File: src/rtl/lsu_pkg.sv
// Shared LSU definitions: funct3 codes, FSM states, counter width.
// Legality/misalignment helpers are used by the MEM-stage LSU.
package lsu_pkg;

  localparam int CNT_W = 8;

  localparam logic [2:0] F3_B  = 3'b000;
  localparam logic [2:0] F3_H  = 3'b001;
  localparam logic [2:0] F3_W  = 3'b010;
  localparam logic [2:0] F3_BU = 3'b100;
  localparam logic [2:0] F3_HU = 3'b101;

  typedef enum logic [1:0] {
    IDLE,
    ACCESS,
    RESP
  } state_t;

  function automatic logic f3_legal(
    input logic       is_load,
    input logic [2:0] f3
  );
    if (is_load)
      return f3 inside {F3_B, F3_H, F3_W, F3_BU, F3_HU};
    return f3 inside {F3_B, F3_H, F3_W};
  endfunction

  function automatic logic f3_misaligned(
    input logic [2:0] f3,
    input logic [1:0] off
  );
    return (f3[1:0] == 2'b01 && off[0]) ||
           (f3[1:0] == 2'b10 && off != 2'b00);
  endfunction

endpackage

File: src/rtl/lsu_align.sv
// Byte-lane steering: store mask/replicated data and load
// extraction with sign/zero extension.
module lsu_align
  import lsu_pkg::*;
(
  input  logic [2:0]  funct3,
  input  logic [1:0]  off,
  input  logic [31:0] wdata,
  input  logic [31:0] dataout,
  output logic [3:0]  byte_sel,
  output logic [31:0] datain,
  output logic [31:0] ldata
);

  logic       is_b;
  logic       is_h;
  logic       sx;
  logic [7:0]  lb;
  logic [15:0] lh;

  assign is_b = funct3[1:0] == 2'b00;
  assign is_h = funct3[1:0] == 2'b01;
  assign sx   = ~funct3[2];
  assign lb   = dataout[{off, 3'b000} +: 8];
  assign lh   = dataout[{off[1], 4'b0000} +: 16];

  always_comb begin
    byte_sel = 4'b1111;
    datain   = wdata;
    ldata    = dataout;
    unique case (1'b1)
      is_b: begin
        byte_sel = 4'b0001 << off;
        datain   = {4{wdata[7:0]}};
        ldata    = {{24{lb[7] & sx}}, lb};
      end
      is_h: begin
        byte_sel = 4'b0011 << {off[1], 1'b0};
        datain   = {2{wdata[15:0]}};
        ldata    = {{16{lh[15] & sx}}, lh};
      end
      default: ;
    endcase
  end

endmodule

File: src/rtl/lsu_mem_stage.sv
// MEM-stage load/store unit: holds one request until mem_ready.
// Define LSU_MISALIGN_TRAP_EN to trap misaligned half/word accesses.
module lsu_mem_stage
  import lsu_pkg::*;
#(
  parameter int TIMEOUT = 255
) (
  input  logic        clk,
  input  logic        reset,
  input  logic        req_valid,
  input  logic        req_load,
  input  logic        req_store,
  input  logic [2:0]  req_funct3,
  input  logic [31:0] req_addr,
  input  logic [31:0] req_wdata,
  input  logic [4:0]  req_rd,
  output logic        stall,
  output logic        wb_valid,
  output logic [31:0] wb_data,
  output logic [4:0]  wb_rd,
  output logic [31:0] mem_address,
  output logic [31:0] mem_datain,
  output logic        mem_ren,
  output logic        mem_wen,
  output logic [3:0]  mem_byte_sel,
  input  logic        mem_ready,
  input  logic [31:0] mem_dataout,
  output logic        err_timeout,
  output logic        err_illegal,
  output logic        misalign_exc,
  output logic [31:0] exc_addr
);

  localparam logic [CNT_W-1:0] CNT_LAST =
    CNT_W'(TIMEOUT - 1);

  state_t state;
  state_t state_d;

  logic [31:0]      addr_q;
  logic [31:0]      wdata_q;
  logic [2:0]       f3_q;
  logic [4:0]       rd_q;
  logic             load_q;
  logic [CNT_W-1:0] cnt_q;
  logic [31:0]      wb_data_q;
  logic [31:0]      exc_addr_q;

  logic [3:0]  sel;
  logic [31:0] din;
  logic [31:0] ldata;
  logic [1:0]  lo;
  logic        in_access;
  logic        is_req;
  logic        legal;
  logic        misal;
  logic        capture;
  logic        timeout;
  logic        ld_done;

  lsu_align u_align (
    .funct3   (f3_q),
    .off      (addr_q[1:0]),
    .wdata    (wdata_q),
    .dataout  (mem_dataout),
    .byte_sel (sel),
    .datain   (din),
    .ldata    (ldata)
  );

  assign is_req = req_valid && (req_load || req_store);
  assign legal  = f3_legal(req_load, req_funct3);

`ifdef LSU_MISALIGN_TRAP_EN
  assign misal = legal &&
    f3_misaligned(req_funct3, req_addr[1:0]);
`else
  assign misal = 1'b0;
`endif

  always_comb begin
    state_d      = state;
    capture      = 1'b0;
    timeout      = 1'b0;
    ld_done      = 1'b0;
    stall        = 1'b0;
    err_illegal  = 1'b0;
    misalign_exc = 1'b0;
    unique case (state)
      IDLE: begin
        // Gated by reset so no pulse escapes while held in reset.
        stall = is_req && !reset;
        if (is_req && !reset) begin
          if (!legal) begin
            err_illegal = 1'b1;
          end else if (misal) begin
            misalign_exc = 1'b1;
          end else begin
            capture = 1'b1;
            state_d = ACCESS;
          end
        end
      end
      ACCESS: begin
        stall = 1'b1;
        if (mem_ready) begin
          ld_done = load_q;
          state_d = load_q ? RESP : IDLE;
        end else if (cnt_q == CNT_LAST) begin
          timeout = 1'b1;
          state_d = IDLE;
        end
      end
      RESP: state_d = IDLE;
      default: state_d = IDLE;
    endcase
  end

  always_comb begin
    lo = addr_q[1:0];
    if (f3_q[1:0] == 2'b10)
      lo = 2'b00;
    else if (f3_q[1:0] == 2'b01)
      lo[0] = 1'b0;
  end

  assign in_access    = state == ACCESS;
  assign mem_ren      = in_access && load_q;
  assign mem_wen      = in_access && !load_q;
  assign mem_address  = in_access ? {addr_q[31:2], lo} : '0;
  assign mem_datain   = in_access ? din : '0;
  assign mem_byte_sel = in_access ? sel : '0;
  assign err_timeout  = timeout;
  assign wb_valid     = state == RESP;
  assign wb_data      = wb_data_q;
  assign wb_rd        = rd_q;
  assign exc_addr     = exc_addr_q;

  always_ff @(posedge clk or posedge reset) begin
    if (reset) begin
      state      <= IDLE;
      addr_q     <= '0;
      wdata_q    <= '0;
      f3_q       <= '0;
      rd_q       <= '0;
      load_q     <= 1'b0;
      cnt_q      <= '0;
      wb_data_q  <= '0;
      exc_addr_q <= '0;
    end else begin
      state <= state_d;
      if (capture) begin
        addr_q  <= req_addr;
        wdata_q <= req_wdata;
        f3_q    <= req_funct3;
        rd_q    <= req_rd;
        load_q  <= req_load;
      end
      if (capture)
        cnt_q <= '0;
      else if (in_access)
        cnt_q <= cnt_q + CNT_W'(1);
      if (ld_done)
        wb_data_q <= ldata;
      if (err_illegal || misalign_exc)
        exc_addr_q <= req_addr;
      else if (timeout)
        exc_addr_q <= addr_q;
    end
  end

endmodule
File: config.mk
export PLATFORM = sky130hd
export DESIGN_NAME = lsu_mem_stage
export DESIGN_NICKNAME = d
export VERILOG_FILES = /design/src/rtl/lsu_pkg.sv /design/src/rtl/lsu_align.sv /design/src/rtl/lsu_mem_stage.sv
export SDC_FILE = /design/constraint.sdc
export NUM_CORES = 1
export LEC_CHECK = 0
export CORE_MARGIN = 2
export CORE_UTILIZATION = 49
export CTS_CLUSTER_SIZE = 40
export DETAILED_ROUTE_END_ITERATION = 10
export GPL_ROUTABILITY_DRIVEN = 0
export PLACE_DENSITY = 0.86
export SETUP_SLACK_MARGIN = 0.3
export SYNTH_ARGS = -nofsm -noshare
export SYNTH_HDL_FRONTEND = slang
export SYNTH_SLANG_ARGS = --single-unit
File: constraint.sdc
create_clock -name clk -period 6.7 [get_ports clk]
set_clock_uncertainty 0.1 [all_clocks]
set_input_delay 0.67 -clock clk [delete_from_list [all_inputs] [get_ports clk]]
set_output_delay 0.67 -clock clk [all_outputs]
set_load 0.005 [all_outputs]
==> impl_metrics.toml <==
[sta]
setup_violations = 0
finalCritPeriodShare = 0.541
worst_slack_ns = 3.07
tightest_slew_ns = 0.898
fin_setup_tns_ns = 0
slew_violations = 0
min_period_ns = 3.63
slew_headroom = 0.401
rsz0062_at_grt = "no"
max_freq_ghz = 0.276
hold_viol = 0

[yosys]
syn_inst = 694
synth_fa_ha_area_frac = 0.00348
synth_mux_area_frac = 0.152
synth-simple-area-share = 0.163
synth-compound-area-share = 0.117
synth_top_family_by_area = "simple AND/OR/NAND/NOR gates"
seq_area_frac_synth = 0.511
synth-seq-cells = 147
syn_nets = 806
yosysWarnings = 0
avgSynthCellArea_um2 = 10.4
synth.distinct_cells = 47
synth_area_um2 = 7200
synth-xor-area-share = 0.00730

[power]
p_seq_frac = 0.394
p_int_w = 0.00253
switching_share = 0.292
power.leakage_nw = 4.43
p_switching_w = 0.00104
p_per_area_nw_per_um2 = 344
pwr-share-comb = 0.314
clkPwrFrac = 0.292
vdd_ir_drop_max_v = 0.000182

[floorplanning]
die_h_um = 125
num_rows = 44
coreArea_um2 = 14400
pin_count = 254
dieArea_um2 = 15700
initial_core_util = 0.499
fp.dieW_um = 125

[flow_run]
maxCapViolations = 0

[cts]
clk_pin_slew_worst_paths_ns = 0.06
root_buffer = "clkbuf_16"
post_cts.repair.setup_buffers = 0
cts_sinks = 147
cts_tree = "yes"
ctsResizeCount = 0
cts_made_buffers = 17
cts_max_level = 4
cts_hold_buf = 0
clk_latency_ns = 0.42
clk_path_buf_depth = 2

[detailed_routing]
drt-pass1-iter-count = 6
vias = 6239
drtIter0Drc = 520
post_drt_wl_per_cell_um = 18.8
routed_wl_um = 21100
viasPerCell = 5.58
ant_nets = 0
drc = 0

[setup_path]
endpoint = "mem_byte_sel[0]"
timing.rr.end = "wdata_q[6]"
critPathSlowestCell = "dfrtp_2"
cp_cell_sequence = "buf_4 -> inv_1 -> o21ai_1 -> and2_1 -> clkdlybuf4s50_1"
critPathMaxStageDelay_ns = 0.68
start_kind = "flip-flop"
r2r_cells = 5
path_class = "reg2out"
rrSetupSlack_ns = 3.73
worstPathRequired_ns = 5.93
crit_start = "f3_q[1]"
r2r-start = "state[1]"
worst_ep_arrival_time_ns = 2.86
crit_fanout = 37
worstSetupEndpointType = "primary output"

[global_route]
antenna_found_initial = 0
grt_pass1_wl_um = 33700
grt_max_degree = 90
grt_pass1_vias = 6216
gr-total-overflow = 0
grt_usage = 0.271

[worst_hold_path]
hold_path.class = "reg2reg"
min_from = "wb_data[4]"

[place]
dp_slack_ns = 2.89
dpl.hpwl_um = 14300
dp.cells = 1087
io_buffers = 252

[final_layout]
nFillCells = 1063
drive_above_1_share = 0.114
syn2layout_area_growth_pct = 44.5
layout.nets = 1034
antennaDiodeCount = 0
final_core_util = 0.721
regArea_um2 = 3680
finalNonFillerCells = 1119
multi_input_area_um2 = 3220

[status]
status = "finished clean"
routing by layer:
layer,vias to the layer above,global-route usage,part of all wire
met5,-,0,0
met4,0,0.102,0.027
met3,43,0.0779,0.086
met1,3043,0.340,0.40
li1,2844,-,-
met2,309,0.449,0.49
state kept, by name, indices dropped and copies added (netlist names):
signal / cells
exc_addr: 32
wdata_q: 32
state: 2
wb_rd: 5
f3_q: 3
wb_data: 32
addr_q: 32
load_q: 1
cnt_q: 8
cell usage after synthesis, drive strengths merged:
cell type	count	area, µm²
mux2	81	912
conb	1	3.75
xor2	6	52.6
nor3	2	15.0
nand2	110	415
dfrtp	147	3680
nand4b	1	15.0
clkbuf	20	75.1
and3	3	18.8
a21o	1	7.51
nand2b	2	12.5
nand4	2	12.5
nor2	83	317
a221oi	1	8.76
nor2b	6	37.5
o21ai	14	73.8
a31oi	33	206
a222oi	7	70.1
and2	42	263
nor3b	1	12.5
o2111ai	1	8.76
nand3	4	20.0
and4	1	8.76
or2	2	12.5
buf	31	226
o22a	7	61.3
ha	2	25.0
inv	7	26.3
a22o	17	158
and4b	1	10.0
a21oi	38	228
o21a	2	15.0
o22ai	1	6.26
mux4	1	22.5
mux2i	16	160
worst max-delay path: cells and delay by family (launching register included):
family                 cells  cell delay [ns]
AO/OA/AOI/OAI              1             0.34
buffers and inverters      3             1.18
flip-flops                 1             0.68
AND/OR/NAND/NOR            1             0.23
cells in the final DEF, fill, tap and decap left out, types with 3 or more instances in the layout:
cell | Yosys | final
clkdlybuf4s50_1 | 0 | 252
clkbuf_8 | 0 | 6
a31oi_1 | 33 | 33
o22a_1 | 7 | 7
nand3_1 | 4 | 4
and3_1 | 3 | 3
buf_4 | 5 | 8
bufinv_16 | 0 | 4
mux2i_1 | 16 | 16
nor2b_1 | 6 | 5
a21oi_2 | 10 | 10
nand2_1 | 109 | 109
o21ai_0 | 12 | 12
a22o_1 | 16 | 16
a21oi_1 | 28 | 28
mux2_2 | 41 | 41
xor2_1 | 6 | 6
nor2_1 | 81 | 81
mux2_1 | 40 | 40
and2_1 | 42 | 42
dfrtp_1 | 147 | 146
a222oi_1 | 7 | 7
inv_1 | 5 | 4
clkbuf_16 | 0 | 17
logic make-up after synthesis:
logic type	Yosys count
simple gates	260
flops	147
compound gates	122
mux	98
buf+inv	58
xor+xnor	6
fa+ha+maj	2
other cells	1
how the worst min path moves through the flow:
stage / to / depth (start not counted) / slack (ns)
2_1_floorplan: wdata_q[16] / 1 / 0.36
3_3_place_gp: wb_data[4] / 2 / 0.36
3_5_place_dp: wdata_q[16] / 1 / 0.38
6_report: wb_data[4] / 2 / 0.39
5_1_grt: wdata_q[27] / 1 / 0.41
4_1_cts: wb_data[4] / 2 / 0.39
cell type report:
cell class | instances | area share
Clock inverter | 8 | 0.0140
Inverter | 7 | 0.00301
Sequential cell | 147 | 0.354
Tap cell | 184 | 0.0221
Timing Repair Buffer | 260 | 0.248
Clock buffer | 24 | 0.0492
Multi-Input combinational cell | 489 | 0.309
metrics by stage:
stage / cell area, µm² / total power, W / hold slack, ns
after floorplan: 7200 / 0.00190 / 0.358
after global placement: 9740 / 0.00249 / 0.363
after detailed placement: 9740 / 0.00254 / 0.376
after CTS: 10400 / 0.00359 / 0.390
after global routing: 10400 / 0.00377 / 0.407
final: 10400 / 0.00358 / 0.387
power by group through the flow:
stage               sequential (W)  combinational (W)  clock, W
detailed placement         0.00142            0.00112         0
CTS                        0.00140            0.00113   0.00105
finish                     0.00141            0.00112   0.00104
global route               0.00145            0.00122   0.00110
global placement           0.00140            0.00109         0
floorplan                  0.00135           0.000553         0
(Power assumes the default switching activity.)
